**src/rtl/uart_pkg.sv**
```systemverilog
// Shared UART definitions: default rates, bit-period derivation, FSM states.
// Optional parity support is selected with TX_PARITY_EN.
package uart_pkg;

  localparam int unsigned DEF_CLK_FREQ = 50_000_000;
  localparam int unsigned DEF_BAUD     = 115_200;

  function automatic int unsigned clks_per_bit(
    input int unsigned clk_freq,
    input int unsigned baud
  );
    return clk_freq / baud;
  endfunction

  localparam int unsigned DEF_CLKS_PER_BIT =
    clks_per_bit(DEF_CLK_FREQ, DEF_BAUD);

  localparam int unsigned DATA_BITS = 8;

  typedef enum logic [2:0] {
    ST_IDLE   = 3'd0,
    ST_START  = 3'd1,
    ST_DATA   = 3'd2,
`ifdef TX_PARITY_EN
    ST_PARITY = 3'd3,
`endif
    ST_STOP   = 3'd4
  } uart_state_e;

endpackage

```
**src/rtl/baud_tick.sv**
```systemverilog
// Bit-period timer: counts while enabled, ticks on the last cycle of a bit.
// Shared by the UART transmitter and receiver.
module baud_tick
  import uart_pkg::*;
#(
  parameter int unsigned CLKS_PER_BIT = DEF_CLKS_PER_BIT
) (
  input  logic clk,
  input  logic rst,
  input  logic en,
  input  logic reload,
  output logic tick
);

  localparam int unsigned W =
    (CLKS_PER_BIT > 1) ? $clog2(CLKS_PER_BIT) : 1;
  localparam logic [W-1:0] LAST = W'(CLKS_PER_BIT - 1);

  logic [W-1:0] cnt_q;
  logic [W-1:0] cnt_d;
  logic         at_last;

  assign at_last = (cnt_q == LAST);
  assign tick    = en && at_last;

  always_comb begin
    cnt_d = cnt_q;
    if (reload || !en) begin
      cnt_d = '0;
    end else if (at_last) begin
      cnt_d = '0;
    end else begin
      cnt_d = cnt_q + W'(1);
    end
  end

  always_ff @(posedge clk) begin
    if (rst) begin
      cnt_q <= '0;
    end else begin
      cnt_q <= cnt_d;
    end
  end

endmodule

```
**src/rtl/transmitter.sv**
```systemverilog
// UART transmitter: 8N1 frames, LSB first, registered line output.
// Define TX_PARITY_EN to insert an even-parity bit after the data bits.
module transmitter
  import uart_pkg::*;
#(
  parameter int unsigned CLK_FREQ     = DEF_CLK_FREQ,
  parameter int unsigned BAUD         = DEF_BAUD,
  parameter int unsigned CLKS_PER_BIT = clks_per_bit(CLK_FREQ, BAUD)
) (
  input  logic       clk,
  input  logic       rst,
  input  logic       txEn,
  input  logic       txStart,
  input  logic [7:0] in_data,
  output logic       tx,
  output logic       txBusy,
  output logic       txDone
);

  uart_state_e state_q;
  uart_state_e state_d;
  logic [7:0]  shreg_q;
  logic [7:0]  shreg_d;
  logic [2:0]  idx_q;
  logic [2:0]  idx_d;
  logic        tx_q;
  logic        tx_d;
  logic        busy_q;
  logic        busy_d;
  logic        done_q;
  logic        done_d;
  logic        reload;
  logic        tick;
`ifdef TX_PARITY_EN
  logic        par_q;
  logic        par_d;
`endif

  baud_tick #(
    .CLKS_PER_BIT(CLKS_PER_BIT)
  ) u_baud_tick (
    .clk   (clk),
    .rst   (rst),
    .en    (busy_q),
    .reload(reload),
    .tick  (tick)
  );

  always_comb begin
    state_d = state_q;
    shreg_d = shreg_q;
    idx_d   = idx_q;
    tx_d    = tx_q;
    busy_d  = busy_q;
    done_d  = 1'b0;
    reload  = 1'b0;
`ifdef TX_PARITY_EN
    par_d   = par_q;
`endif
    unique case (state_q)
      ST_IDLE: begin
        tx_d   = 1'b1;
        busy_d = 1'b0;
        if (txEn && txStart) begin
          state_d = ST_START;
          shreg_d = in_data;
          idx_d   = 3'd0;
          tx_d    = 1'b0;
          busy_d  = 1'b1;
          reload  = 1'b1;
`ifdef TX_PARITY_EN
          par_d   = ^in_data;
`endif
        end
      end
      ST_START: begin
        if (tick) begin
          state_d = ST_DATA;
          tx_d    = shreg_q[0];
        end
      end
      ST_DATA: begin
        if (tick) begin
          shreg_d = {1'b0, shreg_q[7:1]};
          if (idx_q == 3'd7) begin
            idx_d = 3'd0;
`ifdef TX_PARITY_EN
            state_d = ST_PARITY;
            tx_d    = par_q;
`else
            state_d = ST_STOP;
            tx_d    = 1'b1;
`endif
          end else begin
            idx_d = idx_q + 3'd1;
            tx_d  = shreg_q[1];
          end
        end
      end
`ifdef TX_PARITY_EN
      ST_PARITY: begin
        if (tick) begin
          state_d = ST_STOP;
          tx_d    = 1'b1;
        end
      end
`endif
      ST_STOP: begin
        tx_d = 1'b1;
        if (tick) begin
          state_d = ST_IDLE;
          busy_d  = 1'b0;
          done_d  = 1'b1;
        end
      end
      default: begin
        state_d = ST_IDLE;
        tx_d    = 1'b1;
        busy_d  = 1'b0;
      end
    endcase
  end

  always_ff @(posedge clk) begin
    if (rst) begin
      state_q <= ST_IDLE;
      shreg_q <= '0;
      idx_q   <= '0;
      tx_q    <= 1'b1;
      busy_q  <= 1'b0;
      done_q  <= 1'b0;
`ifdef TX_PARITY_EN
      par_q   <= 1'b0;
`endif
    end else begin
      state_q <= state_d;
      shreg_q <= shreg_d;
      idx_q   <= idx_d;
      tx_q    <= tx_d;
      busy_q  <= busy_d;
      done_q  <= done_d;
`ifdef TX_PARITY_EN
      par_q   <= par_d;
`endif
    end
  end

  assign tx     = tx_q;
  assign txBusy = busy_q;
  assign txDone = done_q;

endmodule
```
**config.mk**
```make
export PLATFORM = sky130hd
export DESIGN_NAME = transmitter
export DESIGN_NICKNAME = d
export VERILOG_FILES = /design/src/rtl/uart_pkg.sv /design/src/rtl/baud_tick.sv /design/src/rtl/transmitter.sv
export SDC_FILE = /design/constraint.sdc
export NUM_CORES = 1
export LEC_CHECK = 0
export BUFFER_PORTS_ARGS = -buffer_cell sky130_fd_sc_hd__buf_2
export CORE_ASPECT_RATIO = 0.6
export CORE_UTILIZATION = 35
export CTS_CLUSTER_SIZE = 16
export DETAILED_ROUTE_END_ITERATION = 7
export GPL_TIMING_DRIVEN = 0
export PLACE_DENSITY = 0.61
export SETUP_SLACK_MARGIN = 0.15
export SLEW_MARGIN = 10
export SYNTH_ARGS = -nofsm -noshare
export SYNTH_HDL_FRONTEND = slang
export SYNTH_SLANG_ARGS = --single-unit
```
**constraint.sdc**
```tcl
create_clock -name clk -period 2.1 [get_ports clk]
set_clock_uncertainty 0.1 [all_clocks]
set_input_delay 0.105 -clock clk [delete_from_list [all_inputs] [get_ports clk]]
set_output_delay 0.105 -clock clk [all_outputs]
set_load 0.02 [all_outputs]
```
==> results.cfg <==
[clocking]
cts_root_buffer = clkbuf_8
clock_sinks = 26
holdBufCountCts = 0
cts_made_buffers = 3
h-tree-depth = 1
clkTransAtPathRegs_ns = 0.09
ctsLongestPathBuffers = 2
cts_tree = yes
clkLatencyLatePin_ns = 0.27

[die]
die-area_um2 = 4003
dieWidth_um = 81.02
core_area_um2 = 3403
die_h_um = 49.41
pin_count = 15
start_util = 0.3853
rows = 16

[yosys]
yosysWarnings = 0
syn_inst = 141
synth_top_area_cell = dfxtp_1
ys_seq_area_frac = 0.3969
synth_top_area_frac = 0.3969
synth_seq_cells = 26
synth.distinct_cells = 38
avgSynthCellArea_um2 = 9.300
netlist_area_um2 = 1311
synth_area_leaders = dfxtp_1 40%, a221oi_1 4.7%, a311oi_1 4.7%, and2b_1 4.0%, ha_1 3.8%
syn-num-nets = 157

[drt]
routedWlPerCell_um = 13.33
drt-vias-per-instance = 5.359
route.detailed.drc = 0
final_antenna_net_count = 0
drt_iter0_markers = 38
routed_wl_um = 2747
dr.pass1.iters = 4
vias = 1104

[critical_path]
crit_family = simple AND/OR/NAND/NOR gates
endpoint = state_q[2]
end_kind = flip-flop
crit_path_start = u_baud_tick.cnt_q[1]
cp_cell_sequence = inv_1 -> ha_1 -> nor4b_4 -> buf_4 -> and3_2 -> nand4b_1 -> a211oi_1
cp.required_ns = 2.19
r2r-start = u_baud_tick.cnt_q[1]
worstSetupPathType = reg2reg
crit_buf_inv = 2
cp_num_cells = 7
path_max_fanout = 5
crit_path_start_kind = flip-flop
slowest_stage = dfxtp_1
cp.arrival_ns = 1.88
slowest_delay_ns = 0.36
r2r_end = state_q[2]
r2r_cells = 7
r2r_slack_ns = 0.31

[global_route]
gr-total-overflow = 0
grt_pass1_wl_um = 4795
met1_usage = 0.2310
grt_use_total = 0.1580
grt_pass1_vias = 1028
grt_use_met3 = 0.04112
use_met2 = 0.2157
busiest_layer = met1
antenna_found_initial = 0
grt_max_degree = 14

[layout]
layout_common_cells = 25 x dfxtp_1, 17 x buf_2, 12 x nor2_1
diodes = 0
drive_above_1_share = 0.2050
syn_to_final_growth_pct = 15.27
layout_commonest_cell = dfxtp_1
fin_nets = 179

[timing]
timing.fmax_mhz = 559.8
fin_crit_sh = 0.8507
rsz0062_at_grt = no
tightest_slew_ns = 0.5249
setup_violations = 0
finalHoldViolations = 0
setup_tns_ns = 0
layout_setup_ws_ns = 0.3136
drv_slew = 0
min_period_ns = 1.786
maxSlewHeadroom = 0.6501

[placed_design]
dpl_worst_slack_ns = 0.2808
dpl.hpwl_um = 1981
place.gp.congestion = 0.8266
port_buffers = 13

[run_status]
status = finished clean

[power_and_ir_drop]
ir_drop_mv = 0.2119
power_density_nw_per_um2 = 583.0
p_leak_nw = 0.5468

[hold_path]
hold_path_class = in2reg

[job]
cap_violations = 0
synthesized netlist by cell type:
master      n
nand4_4     1
and4_1      2
o31a_1      1
or3_1       2
a2111oi_0   2
nor2_1     12
a22oi_1     1
and3_2      1
a311oi_1    7
xor2_1      3
a221oi_1    7
nor3b_4     1
nand3_1     8
nor2b_1     2
buf_1       1
buf_2       4
nor4b_4     1
nor4b_1     1
and2b_1     7
nand2_1     8
xnor2_1     5
nor3_1      4
nand4_1     2
inv_1       8
a211o_1     1
a41oi_1     1
buf_4       1
a211oi_1    1
clkbuf_1    4
nand3b_1    2
a21oi_2     1
nand4b_1    2
a31oi_1     2
ha_1        4
dfxtp_1    26
mux2i_1     1
buf_6       1
a21oi_1     3
power by group:
group | leakage (nW) | internal (W) | switching, W
sequential | 0.212 | 0.000508 | 0.00000816
clock | 0.0216 | 0.000129 | 0.000153
combinational | 0.313 | 0.0000380 | 0.0000452
state kept, by name, summed over array words and instances (netlist names):
signal and cells:
u_baud_tick.cnt_q 9, shreg_q 8, idx_q 3, state_q 3, tx 1, txBusy 1, txDone 1
cells by family (layout without fill, tap and decap cells):
| logic type | count (synthesis) | count (layout) | synth area share |
|---|---|---|---|
| adders and majority gates | 4 | 4 | 0.03817 |
| xor gates and xnor gates | 8 | 8 | 0.05344 |
| and+or+nand+nor | 56 | 56 | 0.2710 |
| muxes | 1 | 1 | 0.007634 |
| buffers and inverters | 19 | 39 | 0.06679 |
| AOI/OAI and AO/OA | 27 | 27 | 0.1660 |
| DFF | 26 | 26 | 0.3969 |
metrics by stage:
stage                     instances  hold WS [ns]  total power, W    util  cell area (µm²)
after floorplan                 141        0.2825       0.0005832       -             1311
after global placement          199        0.3581       0.0006057  0.4210             1433
final                           206        0.1904       0.0008812  0.4441             1511
after CTS                       202        0.1828       0.0008930  0.4331             1474
after global routing            206        0.2291       0.0009263  0.4441             1511
after detailed placement        199        0.3683       0.0006080  0.4210             1433
timing repair:
action | CTS | global route
resized for setup | 0 | 2
setup endpoints to repair | 0 | 10
buffers inserted | 0 | 4
worst min-delay path by stage:
stage	from	to	slack [ns]	cells past startpoint
after floorplan	txEn	state_q[0]	0.28	2
after global placement	idx_q[1]	idx_q[1]	0.36	2
after detailed placement	shreg_q[2]	shreg_q[2]	0.37	2
after CTS	in_data[7]	shreg_q[7]	0.18	4
after global routing	txEn	state_q[0]	0.23	3
final	in_data[7]	shreg_q[7]	0.19	4
worst reg2reg max path: stages, from the launching register on:
cell and delay (ns):
dfxtp_1 0.36, inv_1 0.07, ha_1 0.13, nor4b_4 0.29, buf_4 0.17, and3_2 0.23, nand4b_1 0.12, a211oi_1 0.24
per-layer routing:
layer | vias to the layer above | part of all wire
li1 | 557 | -
met1 | 524 | 0.52
met2 | 18 | 0.42
met3 | 5 | 0.046
met4 | 0 | 0.013
met5 | - | 0
cell type report:
type                            count  area (µm²)
Timing Repair Buffer               17       95.09
Sequential cell                    26       521.8
Multi-Input combinational cell     96       709.4
Clock buffer                        3       41.29
Fill cell                         345        1892
Tap cell                           45       56.30
Inverter                            8       30.03
Buffer                             11       57.56
Note: power is estimated with default switching activity, not from simulation.
